==> config.mk <==
export PLATFORM = sky130hd
export DESIGN_NAME = pwm_multi
export DESIGN_NICKNAME = d
export VERILOG_FILES = /design/src/rtl/pwm_multi.sv
export SDC_FILE = /design/constraint.sdc
export NUM_CORES = 1
export LEC_CHECK = 0
export BUFFER_PORTS_ARGS = -buffer_cell sky130_fd_sc_hd__buf_2
export CAP_MARGIN = 20
export CORE_ASPECT_RATIO = 0.8
export CORE_UTILIZATION = 45
export DETAILED_ROUTE_END_ITERATION = 16
export HOLD_SLACK_MARGIN = 0.15
export PLACE_DENSITY = 0.65
export SETUP_SLACK_MARGIN = 0.02
export SYNTH_ARGS = -nofsm -noshare
export SYNTH_HDL_FRONTEND = slang
export SYNTH_SLANG_ARGS = --single-unit
==> constraint.sdc <==
create_clock -name clk -period 6.56 [get_ports clk]
set_clock_uncertainty 0.2 [all_clocks]
set_input_delay 0.656 -clock clk [delete_from_list [all_inputs] [get_ports clk]]
set_output_delay 0.656 -clock clk [all_outputs]
set_load 0.02 [all_outputs]
==> src/rtl/pwm_multi.sv <==
// rtl/pwm_multi.sv - multi-channel button-controlled PWM with a shared period counter
// Define PWM_DEBOUNCE_EN to add a DB_CYCLES stability filter on every button.

module pwm_multi #(
   parameter int CHANNELS  = 4,
   parameter int CNT_WIDTH = 8,
   parameter int STEP      = 16,
   parameter int DB_CYCLES = 4,
   localparam int SEL_W    = (CHANNELS > 1) ? $clog2(CHANNELS) : 1
) (
   input  logic                 clk,
   input  logic                 rst,
   input  logic                 btn_left,
   input  logic                 btn_right,
   input  logic                 btn_sel,
   output logic [CHANNELS-1:0]  pwm_out,
   output logic [SEL_W-1:0]     sel_ch,
   output logic [CNT_WIDTH-1:0] duty_sel
);

   localparam logic [CNT_WIDTH-1:0] MAX    = '1;
   localparam logic [CNT_WIDTH-1:0] MAX_M1 = MAX - CNT_WIDTH'(1);
   localparam logic [CNT_WIDTH:0]   MAX_W  = {1'b0, MAX};
   localparam logic [CNT_WIDTH:0]   STEP_W = (CNT_WIDTH + 1)'(STEP);
   localparam logic [SEL_W-1:0]     SEL_LAST = SEL_W'(CHANNELS - 1);

   if (CHANNELS < 1 || CHANNELS > 16 || STEP < 1 || STEP > (2 ** CNT_WIDTH) - 1 || DB_CYCLES < 1)
   begin : g_bad_param
      $error("pwm_multi: parameter out of range");
   end

   // Button bit order everywhere: 0 = left, 1 = right, 2 = sel.
   logic [2:0] sync1_q, sync2_q, prev_q, ev_q, btn_lvl;

   always_ff @(posedge clk) begin
      if (!rst) begin
         sync1_q <= '0;
         sync2_q <= '0;
         prev_q  <= '0;
         ev_q    <= '0;
      end else begin
         sync1_q <= {btn_sel, btn_right, btn_left};
         sync2_q <= sync1_q;
         prev_q  <= btn_lvl;
         ev_q    <= btn_lvl & ~prev_q;
      end
   end

`ifdef PWM_DEBOUNCE_EN
   localparam int DB_W = $clog2(DB_CYCLES + 1);
   localparam logic [DB_W-1:0] DB_LAST = DB_W'(DB_CYCLES - 1);

   logic [2:0][DB_W-1:0] db_cnt_q;
   logic [2:0]           filt_q;

   // Filtered level follows the synchronised level only after DB_CYCLES disagreeing samples in a row.
   always_ff @(posedge clk) begin
      if (!rst) begin
         db_cnt_q <= '0;
         filt_q   <= '0;
      end else begin
         for (int b = 0; b < 3; b++) begin
            if (sync2_q[b] == filt_q[b]) begin
               db_cnt_q[b] <= '0;
            end else if (db_cnt_q[b] == DB_LAST) begin
               filt_q[b]   <= sync2_q[b];
               db_cnt_q[b] <= '0;
            end else begin
               db_cnt_q[b] <= db_cnt_q[b] + DB_W'(1);
            end
         end
      end
   end

   assign btn_lvl = filt_q;
`else
   assign btn_lvl = sync2_q;
`endif

   logic [CNT_WIDTH-1:0]                cnt_q;
   logic [CHANNELS-1:0][CNT_WIDTH-1:0]  shadow_q, shadow_d, active_q;
   logic [SEL_W-1:0]                    sel_q, sel_d;
   logic [CHANNELS-1:0]                 pwm_q;
   logic [CNT_WIDTH:0]                  cur_w, sum_w, diff_w;
   logic                                boundary;

   assign boundary = (cnt_q == MAX_M1);

   // Saturating adjust computed one bit wider so neither direction can wrap.
   always_comb begin
      shadow_d = shadow_q;
      cur_w    = {1'b0, shadow_q[sel_q]};
      sum_w    = cur_w + STEP_W;
      diff_w   = cur_w - STEP_W;
      if (ev_q[1] && !ev_q[0]) begin
         shadow_d[sel_q] = (sum_w > MAX_W) ? MAX : sum_w[CNT_WIDTH-1:0];
      end else if (ev_q[0] && !ev_q[1]) begin
         shadow_d[sel_q] = (cur_w < STEP_W) ? '0 : diff_w[CNT_WIDTH-1:0];
      end
   end

   always_comb begin
      sel_d = sel_q;
      if (ev_q[2]) begin
         sel_d = (sel_q == SEL_LAST) ? '0 : sel_q + SEL_W'(1);
      end
   end

   always_ff @(posedge clk) begin
      if (!rst) begin
         cnt_q    <= '0;
         shadow_q <= '0;
         active_q <= '0;
         sel_q    <= '0;
         pwm_q    <= '0;
      end else begin
         cnt_q    <= boundary ? '0 : cnt_q + CNT_WIDTH'(1);
         shadow_q <= shadow_d;
         sel_q    <= sel_d;
         // Active duties pick up the pre-edge shadows, so a write on this edge waits a full period.
         if (boundary) begin
            active_q <= shadow_q;
         end
         for (int i = 0; i < CHANNELS; i++) begin
            pwm_q[i] <= (cnt_q < active_q[i]);
         end
      end
   end

   assign pwm_out  = pwm_q;
   assign sel_ch   = sel_q;
   assign duty_sel = shadow_q[sel_q];

endmodule

==> results of run 1 <==
[final cells by class]
cell class                      count  area [sq um]
Fill cell                         835          4060
Multi-Input combinational cell    321          2120
Sequential cell                    90          1800
Clock buffer                       15           288
Tap cell                          112           140
Timing Repair Buffer               23           139
Inverter                           37           139
Clock inverter                      1          30.0
[layer usage]
layer  global-route usage (%)  vias up  part of all wire (%)
met4                     6.18        0                   1.2
met1                     26.5     1482                    50
li1                         -     1628                     -
met2                     34.5       37                    45
met5                        0        -                     0
met3                     5.43        8                   3.3
[final timing paths]
path,cells after the start,to,from
min reg2reg,1,ev_q[0],prev_q[0]
min,1,ev_q[0],prev_q[0]
max,7,shadow_q[21],sel_ch[1]
max reg2reg,7,shadow_q[21],sel_ch[1]
[logic make-up after synthesis]
kind of cell / count (synthesis)
simple gates: 138
compound gates: 127
flops: 90
buf+inv: 60
fa+ha+maj: 38
mux: 10
xor+xnor: 8
[flip-flops by register name (all words and copies together), names as in the netlist]
register and flops:
sel_ch 2, prev_q 3, cnt_q 8, pwm_out 4
shadow_q 32, btn_lvl 3, sync1_q 3, active_q 32
ev_q 3
[report_power, final]
part	leakage [nW]	internal, mW	switching [mW]
logic	0.823	0.0344	0.0521
clock network	0.156	0.337	0.205
registers	0.729	0.557	0.00884
[layout by cell type (no fill, tap or decap), types with 2 or more instances in the layout]
cell type	n
a22oi_1	4
o21bai_1	4
inv_1	35
a21o_1	8
clkbuf_1	2
xnor2_1	3
nand3_1	6
nor2b_1	7
a21oi_1	53
and2_1	10
a211o_1	4
buf_4	3
a211oi_1	12
o22ai_1	4
o21ai_0	29
a31oi_1	4
dfxtp_1	90
nand2_1	77
clkbuf_8	4
nor2_1	22
clkbuf_16	9
buf_2	18
xor2_1	5
mux4_2	8
ha_1	38
mux2i_1	2
nand2b_1	8
o21ai_1	2
[worst register-to-register path, delay by kind of cell (launching register included)]
kind	cells	cell delay, ps
and+or+nand+nor	1	140
muxes	1	670
AOI/OAI and AO/OA	3	740
DFF	1	780
adders and majority gates	1	290
xor gates and xnor gates	1	200
==> impl_metrics.toml, run 1 <==
[run_status]
status = "finished, final reports clean"

[worst_setup_path]
reg2reg_slack_ps = 3440
worstSetupPathType = "flip-flop to flip-flop"
path_cells = "mux4_2, ha_1, xor2_1, nand4b_1, o31ai_2, o21ai_1, a211oi_1"
cp.buffers_inverters = 0
endpoint_kind = "flip-flop"
crit_family = "flip-flops"
required_ps = 6600
critPathMaxStageDelay_ps = 780
cp_slowest_cell = "dfxtp_1"
path_max_fanout = 13
cp_data_arrival_time_ps = 3160
cp-start-kind = "flip-flop"

[timing]
worst-slew-pin-transition_ps = 793
min_period_ps = 3120
setup_viol = 0
max_slew_margin_pct = 47.0
finalMaxSlewViolations = 0
max_freq_mhz = 321
fin_crit_sh_pct = 47.5
rsz0062_at_grt = "false"
whs_ps = 181
tns_ps = 0
setup_ws_ps = 3440
hold_viol = 0

[drt]
vias_per_cell = 5.27
drc = 0
drtIter0Drc = 183
totalWireLength_um = 8850
dr.pass1.iters = 4
vias = 3155
antenna_left = 0
wl_per_cell_um = 14.8

[synthesis]
synth_area_sq_um = 4160
synth_top_area_share_pct = 43.3
syn-num-nets = 514
synth_compound_area_share_pct = 18.0
avgSynthCellArea_sq_um = 8.83
synth_edf_count = 0
synth_mux_area_share_pct = 4.81
synthTopCellsByArea = "dfxtp_1 43%, ha_1 11%, nand2_1 6.9%"
yosys_warnings = 0
yosysMostFrequentCell = "dfxtp_1"
yosysSeqAreaShare_pct = 43.3
synth_fa_ha_area_share_pct = 11.4
synth-xor-area-share_pct = 1.68
synth-simple-area-share_pct = 14.9
yosysTopAreaCell = "dfxtp_1"
syn_inst = 471
ys_types = 40
synth_common_cells = "90 x dfxtp_1, 77 x nand2_1, 53 x a21oi_1"
ys.flop_type = "dfxtp_1"
synth-seq-cells = 90
synth_top_family_by_area = "compound AO/OA/AOI/OAI gates"
synthArstFlopShare_pct = 0

[power_and_ir_drop]
powerDensity_nw_per_um2 = 257
leakage_nw = 1.71
peakVddDrop_v = 0.000192
finalPower_mw = 1.19

[placed_design]
placed_area_sq_um = 4300
dpl.cell_count = 579
gp_congestion = 0.797
io_buffers = 18
dp_slack_ps = 3550
dp.final_hpwl_um = 6160

[global_route]
grt_first_pass_wirelength_um = 15000
track_usage_pct = 20.7
grt-ovfl-total = 0
grt_max_degree = 47
antenna_found_initial = 0
first_global_vias = 3160

[clocking]
clk_path_buf_depth = 2
cts_setup_buffers = 0
hold_buffers = 0
cts_resized = 0
cts_inserted_buffers = 9
htreeDepth = 3
cts_tree = "built"
clock_latency_ps = 340
cts_root_buffer = "clkbuf_16"
clkTransAtPathRegs_ps = 60
clock-sinks = 90

[min_path]
hold_class = "flip-flop to flip-flop"

[final_layout]
stdcell_area_sq_um = 4650
utilization_pct = 53.4
instances_no_fill = 599
fin_nets = 525
layout-drive-gt1-share_pct = 10.7
syn_to_final_growth_pct = 11.8
n_antenna_cell = 0

[floorplan]
placeableCoreArea_sq_um = 8710
start_util_pct = 47.8
die_h_um = 88
row_count = 30
design.die.area_sq_um = 9640
die_w_um = 110
ioPinCount = 19

[flow_run]
cap_viol_max_count = 0
(Power assumes the default switching activity.)
==> run 2, diff against run 1 <==
- PLACE_DENSITY: 0.65 -> 0.68
- clock period: 6.56 -> 2.5 ns (I/O delays scaled with it)
==> run 2 against run 1 <==
  * Register-to-register slack lost 3400 ps
  * Fmax rose by 28%
  * Clock power grew to 2.6 times the previous value
  * Utilization up 1.6 points
  * Sequential power grew to 2.6 times the previous value
  * Critical path depth unchanged
  * Routed wire length up 2.8%
  * Total power grew to 2.6 times the previous value
  * Critical endpoint is now shadow_q[5]
  * Largest cell class unchanged
==> impl_metrics.toml, run 2 (synthesized netlist as in run 1, its figures left out) <==
[power_and_ir_drop]
p_int_mw = 2.42
peakVddDrop_v = 0.000627
pwr-share-seq_pct = 47.2
powerDensity_nw_per_um2 = 655
finalPower_mw = 3.14
swShare_pct = 22.9
power_frac_comb_pct = 8.1
clockPowerShare_pct = 44.8
leakage_nw = 1.75
switchingPower_uw = 718

[global_route]
track_usage_pct = 21.4
grt-ovfl-total = 0
first_global_vias = 3135
grt_max_degree = 47
antenna_found_initial = 0
grt_first_pass_wirelength_um = 15400

[timing]
max_freq_mhz = 409
rsz0062_at_grt = "true"
fin_crit_sh_pct = 97.8
whs_ps = 178
worst-slew-pin-transition_ps = 810
finalMaxSlewViolations = 0
min_period_ps = 2450
max_slew_margin_pct = 45.9
setup_ws_ps = 55.0
hold_viol = 0
setup_viol = 0

[clocking]
clock-sinks = 90
cts_setup_buffers = 0
htreeDepth = 3
clk_path_buf_depth = 2
cts_root_buffer = "clkbuf_16"
clkTransAtPathRegs_ps = 60
cts_tree = "built"
cts_inserted_buffers = 9
clock_latency_ps = 340

[final_layout]
instances_no_fill = 607
final_common_cell = "dfxtp_1"
multi_input_area_sq_um = 2200
fill_cells = 776
final_cell_mix = "88 x dfxtp_1, 77 x nand2_1, 53 x a21oi_1"
top_regs = "active_q: 32 flops, shadow_q: 32 flops, cnt_q: 8 flops"
fin_nets = 533
seq_area_sq_um = 1810
n_antenna_cell = 0
layout-drive-gt1-share_pct = 14.5
syn_to_final_growth_pct = 15.2

[floorplan]
die_w_um = 110
start_util_pct = 47.8
row_count = 30
die_h_um = 88
ioPinCount = 19
placeableCoreArea_sq_um = 8710
design.die.area_sq_um = 9640

[min_path]
hold_class = "flip-flop to flip-flop"

[worst_setup_path]
worstRegToRegCells = 7
path_cells = "mux4_2, inv_2, ha_1, nand4b_1, o31ai_4, o21ai_2, a211oi_2"
cp_slowest_cell = "mux4_2"
reg2reg_slack_ps = 50
critPathMaxStageDelay_ps = 600
crit_path_end = "shadow_q[5]"
worstSetupPathType = "flip-flop to flip-flop"
required_ps = 2560
cp_data_arrival_time_ps = 2500
crit_family = "compound AO/OA/AOI/OAI gates"
endpoint_kind = "flip-flop"
startpoint = "sel_ch[1]"
r2r_start = "sel_ch[1]"
path_max_fanout = 6
cp-start-kind = "flip-flop"
cp.depth = 7
cp.buffers_inverters = 1
r2r-end = "shadow_q[5]"

[flow_run]
cap_viol_max_count = 0

[placed_design]
dpl.cell_count = 586
io_buffers = 18
dp.final_hpwl_um = 6420
gp_congestion = 0.898
dp_slack_ps = 50.8

[drt]
dr.pass1.iters = 4
vias = 3192
drc = 0
totalWireLength_um = 9100
drtIter0Drc = 195
vias_per_cell = 5.26
antenna_left = 0
wl_per_cell_um = 15.0

[run_status]
status = "finished, final reports clean"
[run 2: layer usage]
| layer | part of all wire, % | track usage, % |
|---|---|---|
| met5 | 0 | 0 |
| met4 | 1.0 | 5.09 |
| met3 | 4.0 | 6.99 |
| met2 | 45 | 33.7 |
| met1 | 50 | 28.6 |
[run 2: what timing repair did]
item,CTS,global route
hold endpoints to repair,3,0
gates resized for setup,0,11
endpoints found under the setup margin,0,24
hold buffers,3,0
[run 2: how the worst min path moves through the flow]
stage                    from  endpoint  slack [ps]  cells past startpoint
floorplan           prev_q[0]   ev_q[0]         170                      1
global placement    prev_q[0]   ev_q[0]         170                      1
detailed placement  prev_q[1]   ev_q[1]         170                      1
CTS                 prev_q[1]   ev_q[1]         180                      1
global route        prev_q[2]   ev_q[2]         200                      1
finish              prev_q[1]   ev_q[1]         180                      1
[run 2: worst register-to-register path, delay by kind of cell, from the launching register on]
| kind | cells | cell delay (ps) |
|---|---|---|
| adders and majority gates | 1 | 220 |
| AOI/OAI and AO/OA | 3 | 630 |
| muxes | 1 | 600 |
| and+or+nand+nor | 1 | 190 |
| buffers and inverters | 1 | 140 |
| DFF | 1 | 390 |
[run 2: area by class of cell]
class                      instances  share of cell area, %
clock inverter                     3                  0.966
timing repair buffer              31                   4.07
multi-input combinational        321                   45.8
inverter                          37                   2.90
tap                              112                   2.92
clock buffer                      13                   5.64
sequential                        90                   37.7
[run 2: through the flow]
step	util (%)	instance area, sq um	TNS [ps]
5_1_grt	55.0	4790	-328
2_1_floorplan	-	4190	0
6_report	55.0	4790	0
4_1_cts	54.2	4720	0
3_5_place_dp	50.2	4370	0
3_3_place_gp	50.2	4370	0
[run 2: power by group through the flow]
stage                     sequential [mW]  combinational (mW)  clock (mW)
after floorplan                      1.51               0.166           0
after global placement               1.51               0.227           0
after detailed placement             1.51               0.234           0
after CTS                            1.48               0.240        1.44
after global routing                 1.48               0.281        1.49
final                                1.48               0.253        1.40
